==> src/rtl/sr_driver_if.sv <==
// -----------------------------------------------------------------------------
// sr_driver_if
// Request handshake between a requester and the sr_driver pulse generator.
//
// Signals:
//   req_valid  requester -> driver  level-change request valid
//   req_level  requester -> driver  requested latch level
//   req_ready  driver -> requester  request accepted when req_valid & req_ready
//
// Modports:
//   master  requester side (drives valid/level, observes ready)
//   slave   driver side    (observes valid/level, drives ready)
// -----------------------------------------------------------------------------
interface sr_driver_if;
    logic req_valid;
    logic req_level;
    logic req_ready;

    modport master (
        output req_valid,
        output req_level,
        input  req_ready
    );

    modport slave (
        input  req_valid,
        input  req_level,
        output req_ready
    );
endinterface

==> src/rtl/sr_driver.sv <==
// -----------------------------------------------------------------------------
// sr_driver
// Drives an external SR latch with a set or reset pulse of PULSE_W clk cycles
// whenever a request asks for a level different from the last confirmed one,
// then waits for the synchronised latch output to confirm the new level.
//
// Parameters:
//   Rval       latch level assumed after reset
//   set_inv    1: set output is active-low
//   reset_inv  1: reset output is active-low
//   PULSE_W    pulse width in clk cycles (1..15)
//   TIMEOUT    WAIT-state cycle limit (1..255), used only with the macro below
//
// Ports:
//   clk        sole clock, rising edge
//   rst        synchronous reset, active-high
//   req        sr_driver_if.slave (req_valid, req_level, req_ready)
//   set        set pulse to the latch, polarity per set_inv
//   reset      reset pulse to the latch, polarity per reset_inv
//   fb         latch output, asynchronous to clk
//   level      last confirmed latch level
//   busy       high in any state other than IDLE
//   err        sticky timeout flag
//
// Build option:
//   SR_DRIVER_TIMEOUT_EN  when defined, a WAIT lasting TIMEOUT cycles without
//                         confirmation enters ERROR (sticky err, left only by
//                         rst). When undefined, WAIT persists until confirmed,
//                         err is tied low and no timeout counter exists.
// -----------------------------------------------------------------------------
module sr_driver #(
    parameter logic Rval      = 1'b0,
    parameter logic set_inv   = 1'b0,
    parameter logic reset_inv = 1'b0,
    parameter int   PULSE_W   = 2,
    parameter int   TIMEOUT   = 16
) (
    input  logic        clk,
    input  logic        rst,
    sr_driver_if.slave  req,
    output logic        set,
    output logic        reset,
    input  logic        fb,
    output logic        level,
    output logic        busy,
    output logic        err
);

    typedef enum logic [1:0] {
        ST_IDLE  = 2'd0,
        ST_PULSE = 2'd1,
        ST_WAIT  = 2'd2,
        ST_ERROR = 2'd3
    } state_t;

    // Last pulse-counter value before leaving PULSE
    localparam logic [3:0] PW_LAST = 4'(PULSE_W - 1);

    state_t     state_q, state_d;
    logic       fb_meta_q;
    logic       fb_s_q;
    logic       target_q, target_d;
    logic       level_q, level_d;
    logic [3:0] pcnt_q, pcnt_d;
    logic       set_q, set_d;
    logic       reset_q, reset_d;
    logic       busy_q, busy_d;
    logic       err_q, err_d;

`ifdef SR_DRIVER_TIMEOUT_EN
    // Last timeout-counter value before WAIT gives up
    localparam logic [7:0] TO_LAST = 8'(TIMEOUT - 1);
    logic [7:0] tcnt_q, tcnt_d;
`endif

    // req_ready is combinational so it drops in the very cycle rst is raised
    assign req.req_ready = (state_q == ST_IDLE) & ~rst;
    assign set   = set_q;
    assign reset = reset_q;
    assign level = level_q;
    assign busy  = busy_q;
    assign err   = err_q;

    // Two-flop synchroniser for the asynchronous latch feedback
    always_ff @(posedge clk) begin
        if (rst) begin
            fb_meta_q <= Rval;
            fb_s_q    <= Rval;
        end else begin
            fb_meta_q <= fb;
            fb_s_q    <= fb_meta_q;
        end
    end

    // State, datapath and registered-output flops
    always_ff @(posedge clk) begin
        if (rst) begin
            state_q  <= ST_IDLE;
            target_q <= Rval;
            level_q  <= Rval;
            pcnt_q   <= 4'd0;
            set_q    <= set_inv;
            reset_q  <= reset_inv;
            busy_q   <= 1'b0;
            err_q    <= 1'b0;
        end else begin
            state_q  <= state_d;
            target_q <= target_d;
            level_q  <= level_d;
            pcnt_q   <= pcnt_d;
            set_q    <= set_d;
            reset_q  <= reset_d;
            busy_q   <= busy_d;
            err_q    <= err_d;
        end
    end

`ifdef SR_DRIVER_TIMEOUT_EN
    // WAIT-duration counter flop
    always_ff @(posedge clk) begin
        if (rst) begin
            tcnt_q <= 8'd0;
        end else begin
            tcnt_q <= tcnt_d;
        end
    end
`endif

    // Next-state, target/level capture and counter update
    always_comb begin
        state_d  = state_q;
        target_d = target_q;
        level_d  = level_q;
        case (state_q)
            ST_IDLE: begin
                // Same-level requests are accepted as a no-op; fb is ignored here
                if (req.req_valid && (req.req_level != level_q)) begin
                    state_d  = ST_PULSE;
                    target_d = req.req_level;
                end else begin
                    state_d  = ST_IDLE;
                end
            end
            ST_PULSE: begin
                if (pcnt_q == PW_LAST) begin
                    state_d = ST_WAIT;
                end else begin
                    state_d = ST_PULSE;
                end
            end
            ST_WAIT: begin
                if (fb_s_q == target_q) begin
                    state_d = ST_IDLE;
                    level_d = target_q;
`ifdef SR_DRIVER_TIMEOUT_EN
                end else if (tcnt_q == TO_LAST) begin
                    state_d = ST_ERROR;
`endif
                end else begin
                    state_d = ST_WAIT;
                end
            end
            ST_ERROR: begin
                state_d = ST_ERROR;
            end
            default: begin
                state_d = ST_IDLE;
            end
        endcase

        // Counters restart on every state change and only advance in their state
        if (state_d != state_q) begin
            pcnt_d = 4'd0;
        end else if (state_q == ST_PULSE) begin
            pcnt_d = pcnt_q + 4'd1;
        end else begin
            pcnt_d = pcnt_q;
        end
    end

`ifdef SR_DRIVER_TIMEOUT_EN
    // Timeout counter: counts cycles spent in WAIT
    always_comb begin
        if (state_d != state_q) begin
            tcnt_d = 8'd0;
        end else if (state_q == ST_WAIT) begin
            tcnt_d = tcnt_q + 8'd1;
        end else begin
            tcnt_d = tcnt_q;
        end
    end
`endif

    // Output decode from the next state so the output flops track the state
    // flop; set and reset decode mutually exclusive target values
    always_comb begin
        if ((state_d == ST_PULSE) && target_d) begin
            set_d = ~set_inv;
        end else begin
            set_d = set_inv;
        end
        if ((state_d == ST_PULSE) && !target_d) begin
            reset_d = ~reset_inv;
        end else begin
            reset_d = reset_inv;
        end
        busy_d = (state_d != ST_IDLE);
`ifdef SR_DRIVER_TIMEOUT_EN
        err_d = (state_d == ST_ERROR);
`else
        err_d = 1'b0;
`endif
    end

endmodule

==> src/flat_wrapper.sv <==
// flat-port wrapper written by rule: the top's interface ports become plain ports
module sr_driver_flat 
#(
    parameter logic Rval      = 1'b0,
    parameter logic set_inv   = 1'b0,
    parameter logic reset_inv = 1'b0,
    parameter int   PULSE_W   = 2,
    parameter int   TIMEOUT   = 16
)
  (clk, rst, set, reset, fb, level, busy, err, req_req_valid, req_req_level, req_req_ready);
  sr_driver_if req_i ();
  input  logic clk;
  input  logic rst;
  output logic set;
  output logic reset;
  input  logic fb;
  output logic level;
  output logic busy;
  output logic err;
  input wire logic [$bits(req_i.req_valid)-1:0] req_req_valid;
  input wire logic [$bits(req_i.req_level)-1:0] req_req_level;
  output wire logic [$bits(req_i.req_ready)-1:0] req_req_ready;
  assign req_i.req_valid = req_req_valid;
  assign req_i.req_level = req_req_level;
  assign req_req_ready = req_i.req_ready;
  sr_driver #(.Rval(Rval), .set_inv(set_inv), .reset_inv(reset_inv), .PULSE_W(PULSE_W), .TIMEOUT(TIMEOUT)) u_core (.clk(clk), .rst(rst), .req(req_i), .set(set), .reset(reset), .fb(fb), .level(level), .busy(busy), .err(err));
endmodule
==> config.mk <==
export PLATFORM = sky130hd
export DESIGN_NAME = sr_driver_flat
export DESIGN_NICKNAME = d
export VERILOG_FILES = /design/src/rtl/sr_driver_if.sv /design/src/rtl/sr_driver.sv /design/src/flat_wrapper.sv
export SDC_FILE = /design/constraint.sdc
export NUM_CORES = 1
export LEC_CHECK = 0
export BUFFER_PORTS_ARGS = -buffer_cell sky130_fd_sc_hd__buf_2
export CAP_MARGIN = 20
export CORE_AREA = 4 4 49 51
export CTS_CLUSTER_DIAMETER = 40
export DETAILED_ROUTE_END_ITERATION = 8
export DIE_AREA = 0 0 53 55
export PLACE_DENSITY = 0.59
export SLEW_MARGIN = 20
export SYNTH_ARGS = -nofsm -noshare
export SYNTH_HDL_FRONTEND = slang
export SYNTH_SLANG_ARGS = --single-unit
==> constraint.sdc <==
create_clock -name clk -period 1.95 [get_ports clk]
set_input_delay 0 -clock clk [delete_from_list [all_inputs] [get_ports clk]]
set_output_delay 0 -clock clk [all_outputs]
set_load 0.005 [all_outputs]
==> metrics.cfg <==
[min_path]
whs_path_depth = 4
worstHoldEndpoint = u_core.busy
hold_class = input pin to flop
worstHoldStart = req_req_level

[sta]
fmax_mhz = 655.5
fin_worst_skew_ns = 0.005547
setup_viol = 0
relSlewSlack_pct = 66.65
worst_slew_pin_slew_ns = 0.4992
hold_viol = 0
finalCriticalPeriod_ns = 1.525
drv_slew = 0
finalSetupTns_ns = 0
fin_crit_sh_pct = 78.23
grt_setup_unrepaired = false

[floorplanning]
die_y_microns = 55
core_area_sq_mm = 0.001942
die_area_sq_mm = 0.002915
die_width_microns = 53
num_rows = 16
start_util_pct = 30.48
pin_count = 11

[worst_setup_path]
endpoint_kind = flop
worst_setup_path_start_kind = flop
timing.rr.start = u_core.pcnt_q[0]
crit_start = u_core.pcnt_q[0]
critical_path.slowest_cell = or4b_1
max_stage_delay_ns = 0.46
critPathRequiredTime_ns = 2.12
cpLargestDelayFamily = simple AND/OR/NAND/NOR gates
crit_chain = ha_1, or4b_1, a32o_1, nand2_2, nor2b_1
path_buf_inv = 0
critical_path_class = flop to flop
r2r_end = u_core.reset
crit_arrival_ns = 1.69
crit_fanout = 5
rr_worst_depth = 5
reg2reg_setup_slack_ns = 0.42

[logic_synthesis]
synth_edf_count = 0
synth_top_family_by_area = simple AND/OR/NAND/NOR gates
synth_seq_cells = 13
seq_area_frac_synth_pct = 43.97
netlist_instances = 67
synth-warning-count = 0
ys_types = 29
avgSynthCellArea_sq_um = 8.833
async_flop_share_pct = 0
yosys.area_share.xor_xnor_pct = 4.440
syn_nets = 74
yosys.area_share.adder_pct = 4.228
synth_compound_area_share_pct = 15.43
synth_mux_area_share_pct = 0
yosys.area_share.simple_pct = 24.10
syn_area_sq_um = 591.8
ys.flop_type = dfxtp_1

[power_and_ir_drop]
p_leak_nw = 0.2870
power.density_mw_per_mm2 = 744.4
ir_drop_mv = 0.4063

[flow_run]
max_cap_violations = 0

[cts]
cts_sinks = 13
cts_buffer_depth = 2
cts_buffers = 3
cts_tree = yes
insertion_delay_ns = 0.27
ctsHtreeMaxLevel = 1
root_buffer = clkbuf_4
clkTransAtPathRegs_ns = 0.08

[detailed_routing]
vias = 462
drcViolationCount = 0
ant_nets = 0
routed_wl_microns = 1097
drtIter0Drc = 5
wire_per_inst_microns = 10.35
drt_pass1_iterations = 3
routed_via_density = 4.358

[grt]
grt_pass1_vias = 408
overflow = 0
grt_max_degree = 13
grt_antenna_before_repair = 0
grt_pass1_wl_microns = 1738
grt_use_total_pct = 8.456

[layout]
fill_cells = 209
fin_nets = 87
drive_gt1_share_pct = 17.72
instances_no_fill = 106
antennaDiodeCount = 0
area_growth_pct = 17.76

[placed_design]
placed_cells = 100
dpl.hpwl_microns = 827.3
port_buffers = 9
gp_congestion = 0.7264

[outcome]
status = finished clean

## placed cells by master, fill, tap and decap left out, types with 2 or more instances in the layout
master,synthesis,layout
buf_2,1,9
dfxtp_1,13,13
nor2b_1,4,4
ha_1,2,2
a21oi_1,7,7
nor3_1,4,4
dlygate4sd3_1,0,2
nor3b_1,3,3
clkbuf_4,0,3
inv_1,4,4
xor2_1,2,2
nor2_1,8,8
## power by group
group / total, W / switching [W] / internal (W)
clock network: 0.000161 / 0.0000817 / 0.0000792
registers: 0.000292 / 0.0000134 / 0.000278
logic: 0.0000661 / 0.0000339 / 0.0000321
## state kept, by name (all words and copies together), names as in the netlist
| name | flops |
|---|---|
| u_core.fb_s_q | 1 |
| u_core.busy | 1 |
| u_core.set | 1 |
| u_core.target_q | 1 |
| u_core.fb_meta_q | 1 |
| u_core.pcnt_q | 4 |
| u_core.reset | 1 |
| u_core.level | 1 |
| u_core.state_q | 2 |
## cell families after synthesis
kind of cell | after synthesis
other | 1
xor gates and xnor gates | 3
adders and majority gates | 2
buffers and inverters | 8
AOI/OAI and AO/OA | 14
DFF | 13
and+or+nand+nor | 26
## cell usage after synthesis, types with 2 or more instances
cell     count  area (sq um)
ha_1         2         25.02
nor2b_1      4         25.02
a21oi_1      7         35.03
inv_1        4         15.01
nor3_1       4         20.02
nor2_1       8         30.03
dfxtp_1     13         260.3
nor3b_1      3         22.52
xor2_1       2         17.52
## final cells by class
cell class / count / area, sq um / share of cell area (%)
Inverter: 4 / 15.01 / 2.154
Timing Repair Buffer: 12 / 72.57 / 10.41
Multi-Input combinational cell: 46 / 289.0 / 41.47
Sequential cell: 13 / 260.3 / 37.34
Clock buffer: 4 / 26.28 / 3.770
Tap cell: 27 / 33.78 / 4.847
## routing by layer
metal	global-route usage [%]	share of wire, %	routed length, microns
met5	0	0	0
met4	5.106	0.91	10
met3	2.681	3.6	40
met2	12.60	44	481
met1	10.61	52	565
## worst max-delay path by stage
stage,end,slack [ns],depth (start not counted)
after global routing,u_core.reset,0.32,5
after floorplan,u_core.reset,0.57,5
after CTS,u_core.reset,0.42,5
after global placement,u_core.reset,0.49,5
after detailed placement,u_core.reset,0.45,5
final,u_core.reset,0.42,5
## what timing repair did
item                                   4_1_cts  5_1_grt
resized for setup                            0        0
endpoints found under the hold margin        3        0
buffers inserted                             0        0
hold buffers                                 2        0
## tightest hold or removal path, delay by kind of cell
family                    cells  cell delay [ns]
AOI/OAI and AO/OA             1             0.06
xor gates and xnor gates      1             0.07
buffers and inverters         1             0.11
and+or+nand+nor               1             0.08
## through the flow
step | area (sq um) | utilization [%] | setup slack [ns] | total power [W] | hold WS [ns]
after CTS | 696.9 | 35.89 | 0.4232 | 0.0005272 | 0.09497
after global placement | 650.6 | 33.51 | 0.4923 | 0.0003600 | 0.2139
after detailed placement | 650.6 | 33.51 | 0.4481 | 0.0003607 | 0.2209
after global routing | 696.9 | 35.89 | 0.3223 | 0.0005477 | 0.1246
final | 696.9 | 35.89 | 0.4245 | 0.0005188 | 0.09924
after floorplan | 591.8 | - | 0.5668 | 0.0003407 | 0.1282
No activity file was read; power rests on OpenSTA's default activity.
